[config.mk]
export PLATFORM = sky130hd
export DESIGN_NAME = soc_ctrl_master_flat
export DESIGN_NICKNAME = d
export VERILOG_FILES = /design/src/rtl/soc_ctrl_master_if.sv /design/src/rtl/soc_ctrl_master.sv /design/src/flat_wrapper.sv
export SDC_FILE = /design/constraint.sdc
export NUM_CORES = 1
export LEC_CHECK = 0
export ABC_AREA = 1
export BUFFER_PORTS_ARGS = -buffer_cell sky130_fd_sc_hd__buf_2
export CAP_MARGIN = 20
export CORE_ASPECT_RATIO = 1.5
export CORE_MARGIN = 10
export CORE_UTILIZATION = 40
export CTS_BUF_LIST = sky130_fd_sc_hd__clkbuf_16
export DETAILED_ROUTE_END_ITERATION = 12
export PLACE_DENSITY = 0.57
export SYNTH_ARGS = -nofsm -noshare
export SYNTH_HDL_FRONTEND = slang
export SYNTH_SLANG_ARGS = --single-unit
[constraint.sdc]
create_clock -name clk -period 3.5 [get_ports clk]
set_input_delay 0.525 -clock clk [delete_from_list [all_inputs] [get_ports clk]]
set_output_delay 0.525 -clock clk [all_outputs]
set_load 0.05 [all_outputs]
[src/rtl/soc_ctrl_master_if.sv]
// Bus bundle between the sleep-epoch controller and its environment
// (epoch requester, ADC, CIM engine). The controller takes the master view.
interface soc_ctrl_master_if;
  logic               epoch_req;
  logic               adc_valid;
  logic signed [15:0] adc_data;
  logic               new_sleep_epoch;
  logic               start_eeg_load;
  logic               new_eeg_data;
  logic signed [15:0] eeg;
  logic               inference_complete;
  logic               busy;
  logic               epoch_done;
  logic               overrun;
  logic               timeout;

  modport master (
    input  epoch_req, adc_valid, adc_data, inference_complete,
    output new_sleep_epoch, start_eeg_load, new_eeg_data, eeg,
           busy, epoch_done, overrun, timeout
  );

  modport slave (
    output epoch_req, adc_valid, adc_data, inference_complete,
    input  new_sleep_epoch, start_eeg_load, new_eeg_data, eeg,
           busy, epoch_done, overrun, timeout
  );
endinterface

[src/rtl/soc_ctrl_master.sv]
// Sleep-epoch controller: buffers ADC samples in a small FIFO and streams
// NUM_SAMPLES of them to the CIM engine, spaced at least SAMPLE_GAP cycles,
// then waits for inference completion.
// Optional feature macro: SOC_CTRL_WATCHDOG_EN (inference watchdog).
module soc_ctrl_master #(
  parameter int unsigned NUM_SAMPLES    = 3000,
  parameter int unsigned FIFO_DEPTH     = 4,
  parameter int unsigned SAMPLE_GAP     = 2,
  parameter int unsigned TIMEOUT_CYCLES = 1 << 20
) (
  input logic                clk,
  input logic                soc_ctrl_rst_n,
  soc_ctrl_master_if.master  bus
);

  localparam int unsigned PtrW = (FIFO_DEPTH > 1) ? $clog2(FIFO_DEPTH) : 1;
  localparam int unsigned CntW = $clog2(FIFO_DEPTH + 1);
  localparam int unsigned SmpW = (NUM_SAMPLES > 1) ? $clog2(NUM_SAMPLES) : 1;
  localparam int unsigned GapW = (SAMPLE_GAP > 1) ? $clog2(SAMPLE_GAP) : 1;

  typedef enum logic [2:0] {StIdle, StEpoch, StStart, StLoad, StWaitInf} state_e;

  state_e             state_q, state_d;
  logic signed [15:0] mem [FIFO_DEPTH];
  logic [PtrW-1:0]    wr_ptr_q, wr_ptr_d, rd_ptr_q, rd_ptr_d;
  logic [CntW-1:0]    fill_q, fill_d;
  logic [SmpW-1:0]    smp_q, smp_d;
  logic [GapW-1:0]    gap_q, gap_d;
  logic signed [15:0] eeg_q, eeg_d;
  logic               overrun_q, overrun_d;
  logic               accept, fifo_full, pop, push_req, push, wd_expire, done;

  function automatic logic [PtrW-1:0] ptr_inc(input logic [PtrW-1:0] p);
    return (p == PtrW'(FIFO_DEPTH - 1)) ? '0 : p + PtrW'(1);
  endfunction

  assign accept    = (state_q == StIdle) && bus.epoch_req;
  assign fifo_full = (fill_q == CntW'(FIFO_DEPTH));
  // A sample is issued in the same cycle it is popped, so eeg bypasses the register.
  assign pop       = (state_q == StLoad) && (fill_q != '0) && (gap_q == '0);
  assign push_req  = bus.adc_valid &&
                     ((state_q == StEpoch) || (state_q == StStart) || (state_q == StLoad));
  assign push      = push_req && (!fifo_full || pop);

  // Next-state, FIFO bookkeeping and sample pacing.
  always_comb begin
    state_d   = state_q;
    wr_ptr_d  = wr_ptr_q;
    rd_ptr_d  = rd_ptr_q;
    fill_d    = fill_q;
    smp_d     = smp_q;
    gap_d     = gap_q;
    eeg_d     = eeg_q;
    overrun_d = overrun_q;
    done      = 1'b0;

    if (push) wr_ptr_d = ptr_inc(wr_ptr_q);
    if (pop)  rd_ptr_d = ptr_inc(rd_ptr_q);
    case ({push, pop})
      2'b10:   fill_d = fill_q + CntW'(1);
      2'b01:   fill_d = fill_q - CntW'(1);
      default: fill_d = fill_q;
    endcase
    if (push_req && fifo_full && !pop) overrun_d = 1'b1;

    if (pop) begin
      smp_d = smp_q + SmpW'(1);
      gap_d = GapW'(SAMPLE_GAP - 1);
      eeg_d = mem[rd_ptr_q];
    end else if (gap_q != '0) begin
      gap_d = gap_q - GapW'(1);
    end

    unique case (state_q)
      StIdle: begin
        if (bus.epoch_req) begin
          state_d   = StEpoch;
          wr_ptr_d  = '0;
          rd_ptr_d  = '0;
          fill_d    = '0;
          smp_d     = '0;
          gap_d     = '0;
          overrun_d = 1'b0;
        end
      end
      StEpoch: state_d = StStart;
      StStart: state_d = StLoad;
      StLoad: begin
        if (pop && (smp_q == SmpW'(NUM_SAMPLES - 1))) state_d = StWaitInf;
      end
      StWaitInf: begin
        if (bus.inference_complete || wd_expire) begin
          state_d = StIdle;
          done    = 1'b1;
        end
      end
      default: state_d = StIdle;
    endcase
  end

  // Control and datapath registers.
  always_ff @(posedge clk or negedge soc_ctrl_rst_n) begin
    if (!soc_ctrl_rst_n) begin
      state_q   <= StIdle;
      wr_ptr_q  <= '0;
      rd_ptr_q  <= '0;
      fill_q    <= '0;
      smp_q     <= '0;
      gap_q     <= '0;
      eeg_q     <= '0;
      overrun_q <= 1'b0;
    end else begin
      state_q   <= state_d;
      wr_ptr_q  <= wr_ptr_d;
      rd_ptr_q  <= rd_ptr_d;
      fill_q    <= fill_d;
      smp_q     <= smp_d;
      gap_q     <= gap_d;
      eeg_q     <= eeg_d;
      overrun_q <= overrun_d;
    end
  end

  // FIFO storage; contents need no reset since occupancy is tracked separately.
  always_ff @(posedge clk) begin
    if (push) mem[wr_ptr_q] <= bus.adc_data;
  end

`ifdef SOC_CTRL_WATCHDOG_EN
  localparam int unsigned WdW = $clog2(TIMEOUT_CYCLES + 1);

  logic [WdW-1:0] wd_q, wd_d;
  logic           timeout_q, timeout_d;

  assign wd_expire = (state_q == StWaitInf) && (wd_q == WdW'(TIMEOUT_CYCLES - 1));

  // Watchdog counts only while waiting for inference; timeout is sticky.
  always_comb begin
    wd_d      = (state_q == StWaitInf) ? wd_q + WdW'(1) : '0;
    timeout_d = timeout_q;
    if (wd_expire && !bus.inference_complete) timeout_d = 1'b1;
    if (accept) timeout_d = 1'b0;
  end

  // Watchdog registers.
  always_ff @(posedge clk or negedge soc_ctrl_rst_n) begin
    if (!soc_ctrl_rst_n) begin
      wd_q      <= '0;
      timeout_q <= 1'b0;
    end else begin
      wd_q      <= wd_d;
      timeout_q <= timeout_d;
    end
  end

  assign bus.timeout = timeout_q;
`else
  logic unused_timeout_cfg;
  assign unused_timeout_cfg = ^TIMEOUT_CYCLES;
  assign wd_expire          = 1'b0;
  assign bus.timeout        = 1'b0;
`endif

  assign bus.new_sleep_epoch = (state_q == StEpoch);
  assign bus.start_eeg_load  = (state_q == StStart);
  assign bus.new_eeg_data    = pop;
  assign bus.eeg             = pop ? mem[rd_ptr_q] : eeg_q;
  assign bus.busy            = (state_q != StIdle);
  assign bus.epoch_done      = done;
  assign bus.overrun         = overrun_q;

endmodule

[src/flat_wrapper.sv]
// flat-port wrapper written by rule: the top's interface ports become plain ports
module soc_ctrl_master_flat 
#(
  parameter int unsigned NUM_SAMPLES    = 3000,
  parameter int unsigned FIFO_DEPTH     = 4,
  parameter int unsigned SAMPLE_GAP     = 2,
  parameter int unsigned TIMEOUT_CYCLES = 1 << 20
)
  (clk, soc_ctrl_rst_n, bus_epoch_req, bus_adc_valid, bus_adc_data, bus_inference_complete, bus_new_sleep_epoch, bus_start_eeg_load, bus_new_eeg_data, bus_eeg, bus_busy, bus_epoch_done, bus_overrun, bus_timeout);
  soc_ctrl_master_if bus_i ();
  input logic clk;
  input logic soc_ctrl_rst_n;
  input wire logic [$bits(bus_i.epoch_req)-1:0] bus_epoch_req;
  input wire logic [$bits(bus_i.adc_valid)-1:0] bus_adc_valid;
  input wire logic [$bits(bus_i.adc_data)-1:0] bus_adc_data;
  input wire logic [$bits(bus_i.inference_complete)-1:0] bus_inference_complete;
  output wire logic [$bits(bus_i.new_sleep_epoch)-1:0] bus_new_sleep_epoch;
  output wire logic [$bits(bus_i.start_eeg_load)-1:0] bus_start_eeg_load;
  output wire logic [$bits(bus_i.new_eeg_data)-1:0] bus_new_eeg_data;
  output wire logic [$bits(bus_i.eeg)-1:0] bus_eeg;
  output wire logic [$bits(bus_i.busy)-1:0] bus_busy;
  output wire logic [$bits(bus_i.epoch_done)-1:0] bus_epoch_done;
  output wire logic [$bits(bus_i.overrun)-1:0] bus_overrun;
  output wire logic [$bits(bus_i.timeout)-1:0] bus_timeout;
  assign bus_i.epoch_req = bus_epoch_req;
  assign bus_i.adc_valid = bus_adc_valid;
  assign bus_i.adc_data = bus_adc_data;
  assign bus_i.inference_complete = bus_inference_complete;
  assign bus_new_sleep_epoch = bus_i.new_sleep_epoch;
  assign bus_start_eeg_load = bus_i.start_eeg_load;
  assign bus_new_eeg_data = bus_i.new_eeg_data;
  assign bus_eeg = bus_i.eeg;
  assign bus_busy = bus_i.busy;
  assign bus_epoch_done = bus_i.epoch_done;
  assign bus_overrun = bus_i.overrun;
  assign bus_timeout = bus_i.timeout;
  soc_ctrl_master #(.NUM_SAMPLES(NUM_SAMPLES), .FIFO_DEPTH(FIFO_DEPTH), .SAMPLE_GAP(SAMPLE_GAP), .TIMEOUT_CYCLES(TIMEOUT_CYCLES)) u_core (.clk(clk), .soc_ctrl_rst_n(soc_ctrl_rst_n), .bus(bus_i));
endmodule
==> impl_metrics.env <==
export IMPL_status="complete, no violations"
export IMPL_clkTransAtPathRegs_ps=70
export IMPL_wl_met3_um=338
export IMPL_min_period_ps=2840
export IMPL_fp_dieW_um=106
export IMPL_die_area_um2=15900
export IMPL_gp_congestion=0.844
export IMPL_hold_buffers=0
export IMPL_core_rowCount=47
export IMPL_drv_cap=0
export IMPL_fillCellCount=1060
export IMPL_cts_htree_levels=3
export IMPL_worst_ep_arrival_time_ps=2310
export IMPL_fmax_ghz=0.353
export IMPL_crit_type="flip-flop to output pin"
export IMPL_finalHoldViolCount=0
export IMPL_grt_pass1_wl_um=15400
export IMPL_synth_top_area_share_pct=42.9
export IMPL_syn_nets=462
export IMPL_die_h_um=150
export IMPL_worst_slack_ps=664
export IMPL_antenna_found_initial=0
export IMPL_fin_nets=507
export IMPL_power_frac_seq_pct=35.8
export IMPL_drt_initial_drc_count=115
export IMPL_cellLeakagePower_nw=2.20
export IMPL_finalCritPeriodShare_pct=81.0
export IMPL_yosys_area_top_type="edfxtp_1"
export IMPL_grt_total_usage_pct=12.1
export IMPL_wirelength_um=9480
export IMPL_dp_slack_ps=976
export IMPL_clockRootBuffer="clkbuf_16"
export IMPL_grt_max_degree=41
export IMPL_p_int_w=0.00282
export IMPL_port_buffers=42
export IMPL_r2r_slack_ps=1190
export IMPL_critPathRequiredTime_ps=2970
export IMPL_syn_area_um2=4480
export IMPL_synth_cells=434
export IMPL_cts_setup_buffers=0
export IMPL_rsz0062_at_grt="no"
export IMPL_initial_core_util_pct=40.7
export IMPL_ys_ff_latch=104
export IMPL_grt_pass1_vias=3094
export IMPL_num_io_pins=44
export IMPL_first_pass_iters=4
export IMPL_clkSinkCount=104
export IMPL_drive_gt1_share_pct=15.5
export IMPL_hpwl_um=6300
export IMPL_synth_distinct_cells=31
export IMPL_dr_total_vias=3075
export IMPL_worstSetupStartpointType="flip-flop"
export IMPL_syn_avg_cell_area_um2=10.3
export IMPL_p_clk_share_pct=18.3
export IMPL_multi_input_area_um2=1330
export IMPL_min_path_type="input port to asynchronous set/reset pin"
export IMPL_cts_tree="yes"
export IMPL_slew_viol_final=0
export IMPL_overflow=0
export IMPL_ant_nets=0
export IMPL_drt_wirelength_per_cell_um=15.0
export IMPL_crit_fanout=18
export IMPL_totalNegativeSetupSlack_ps=0
export IMPL_top_layer="met4"
export IMPL_power_density_nw_per_um2=1030
export IMPL_numCtsBuffers=9
export IMPL_worst_slew_pin_slew_ps=951
export IMPL_ys_seq_area_share_pct=65.2
export IMPL_r2r_cells=8
export IMPL_worst_slew_margin_rel_pct=36.6
export IMPL_wl_met2_um=4960
export IMPL_avgViaCountPerCell=4.87
export IMPL_seqCellArea_um2=2920
export IMPL_num_antenna_cells=0
export IMPL_wirelength_met1_um=4010
export IMPL_finalSetupViolCount=0
export IMPL_synthToLayoutAreaGrowth_pct=14.7
export IMPL_cts_path_max_buffers=2
export IMPL_remaining_drc_errors=0
export IMPL_core_area_um2=11000
export IMPL_p_comb_share_pct=45.8
export IMPL_swShare_pct=46.7
export IMPL_reg2reg_to="u_core.fill_q[1]$_DFF_PN0_"
export IMPL_yosysWarnings=0
export IMPL_end_kind="output pin"
export IMPL_cts_resized=0
export IMPL_peakVddDrop_uv=432
export IMPL_r2r_start="u_core.state_q[2]$_DFFE_PN0P_"
export IMPL_ys_top_cells_by_area="edfxtp_1 (43%), dfrtp_1 (22%), nand2_1 (7.8%), nor2_1 (5.3%), o21ai_0 (4.5%)"
export IMPL_clock_skew_final_ps=5.08
export IMPL_power_switching_w=0.00246
export IMPL_clk_latency_ps=340
==> per-stage QoR <==
stage	cell area, um^2	hold slack [ps]	utilization, %	instances	total power (W)
floorplan	4480	229	-	434	0.00376
global placement	4850	459	44.1	615	0.00433
detailed placement	4850	458	44.1	615	0.00438
CTS	5140	367	46.7	631	0.00536
global route	5140	389	46.7	631	0.00567
finish	5140	313	46.7	631	0.00528
==> synth_stat cells, drive strengths merged <==
| master | n |
|---|---|
| nor2 | 67 |
| nand2 | 95 |
| nand3 | 14 |
| a21oi | 14 |
| inv | 37 |
| xor2 | 4 |
| dfrtp | 40 |
| nand4 | 4 |
| buf | 8 |
| conb | 1 |
| fa | 1 |
| o22ai | 16 |
| o21a | 1 |
| edfxtp | 64 |
| nand3b | 1 |
| ha | 6 |
| nor4 | 1 |
| nor3 | 7 |
| clkbuf | 8 |
| o21ai | 45 |
==> worst max path at each step <==
stage,startpoint,to,slack (ps),cells past startpoint
floorplan,u_core.state_q[1]$_DFFE_PN0P_,bus_epoch_done,1270,3
global placement,u_core.rd_ptr_q[1]$_DFF_PN0_,bus_eeg[4],1050,6
global route,u_core.rd_ptr_q[1]$_DFF_PN0_,bus_eeg[3],450,6
detailed placement,u_core.rd_ptr_q[1]$_DFF_PN0_,bus_eeg[10],980,6
CTS,u_core.rd_ptr_q[1]$_DFF_PN0_,bus_eeg[10],600,6
finish,u_core.rd_ptr_q[1]$_DFF_PN0_,bus_eeg[10],660,6
==> sequential cells by signal (all words and copies together) (netlist names) <==
name and cells:
u_core.bus.overrun 1, u_core.eeg_q 16, u_core.fill_q 3, u_core.gap_q 1, u_core.mem 64, u_core.rd_ptr_q 2
u_core.smp_q 12, u_core.state_q 3, u_core.wr_ptr_q 2
==> critical path, stage by stage, from the launching register on <==
cell and delay, ps:
dfrtp_1 600, inv_1 530, o21ai_0 180, o22ai_1 160, nand2_1 100, nand2_1 130
buf_2 270
==> area by class of cell <==
| cell class | instances | area share (%) |
|---|---|---|
| tap | 147 | 3.58 |
| clock buffer | 9 | 4.38 |
| clock inverter | 7 | 1.27 |
| inverter | 37 | 2.70 |
| sequential | 104 | 56.9 |
| timing repair buffer | 50 | 5.26 |
| multi-input combinational | 277 | 25.9 |
==> routing by layer <==
metal,track usage (%),vias to the layer above
met3,2.84,16
met5,0,-
met2,22.0,50
met4,4.55,0
li1,-,1548
met1,13.4,1461
==> placed cells by master (no fill, tap or decap), drive strengths merged <==
cell type and instances:
buf 50, conb 1, o21ai 45, edfxtp 64, clkbuf 9, nand2 95, nand4 4, nor2 67
nor3 7, o22ai 16, fa 1, clkinv 1, clkinvlp 1, dfrtp 40, nor4 1, o21a 1
inv 42, xor2 4, a21oi 14, nand3 14, nand3b 1, ha 6
==> kinds of logic (layout without fill, tap and decap cells) <==
group / count (synthesis) / in the layout / synth area share [%]
XOR/XNOR: 4 / 4 / 0.782
AO/OA/AOI/OAI: 76 / 76 / 9.08
adder cells (fa/ha/maj): 7 / 7 / 2.12
flip-flops: 104 / 104 / 65.2
AND/OR/NAND/NOR: 189 / 189 / 17.7
other: 1 / 1 / 0.0837
buffers and inverters: 53 / 103 / 5.03
==> power groups by stage <==
stage | combinational [W] | sequential, W | clock [W]
after global placement | 0.00242 | 0.00191 | 0
after CTS | 0.00247 | 0.00190 | 0.000993
after floorplan | 0.00188 | 0.00188 | 0
final | 0.00242 | 0.00189 | 0.000969
after global routing | 0.00268 | 0.00193 | 0.00105
after detailed placement | 0.00246 | 0.00192 | 0
(Power assumes the default switching activity.)
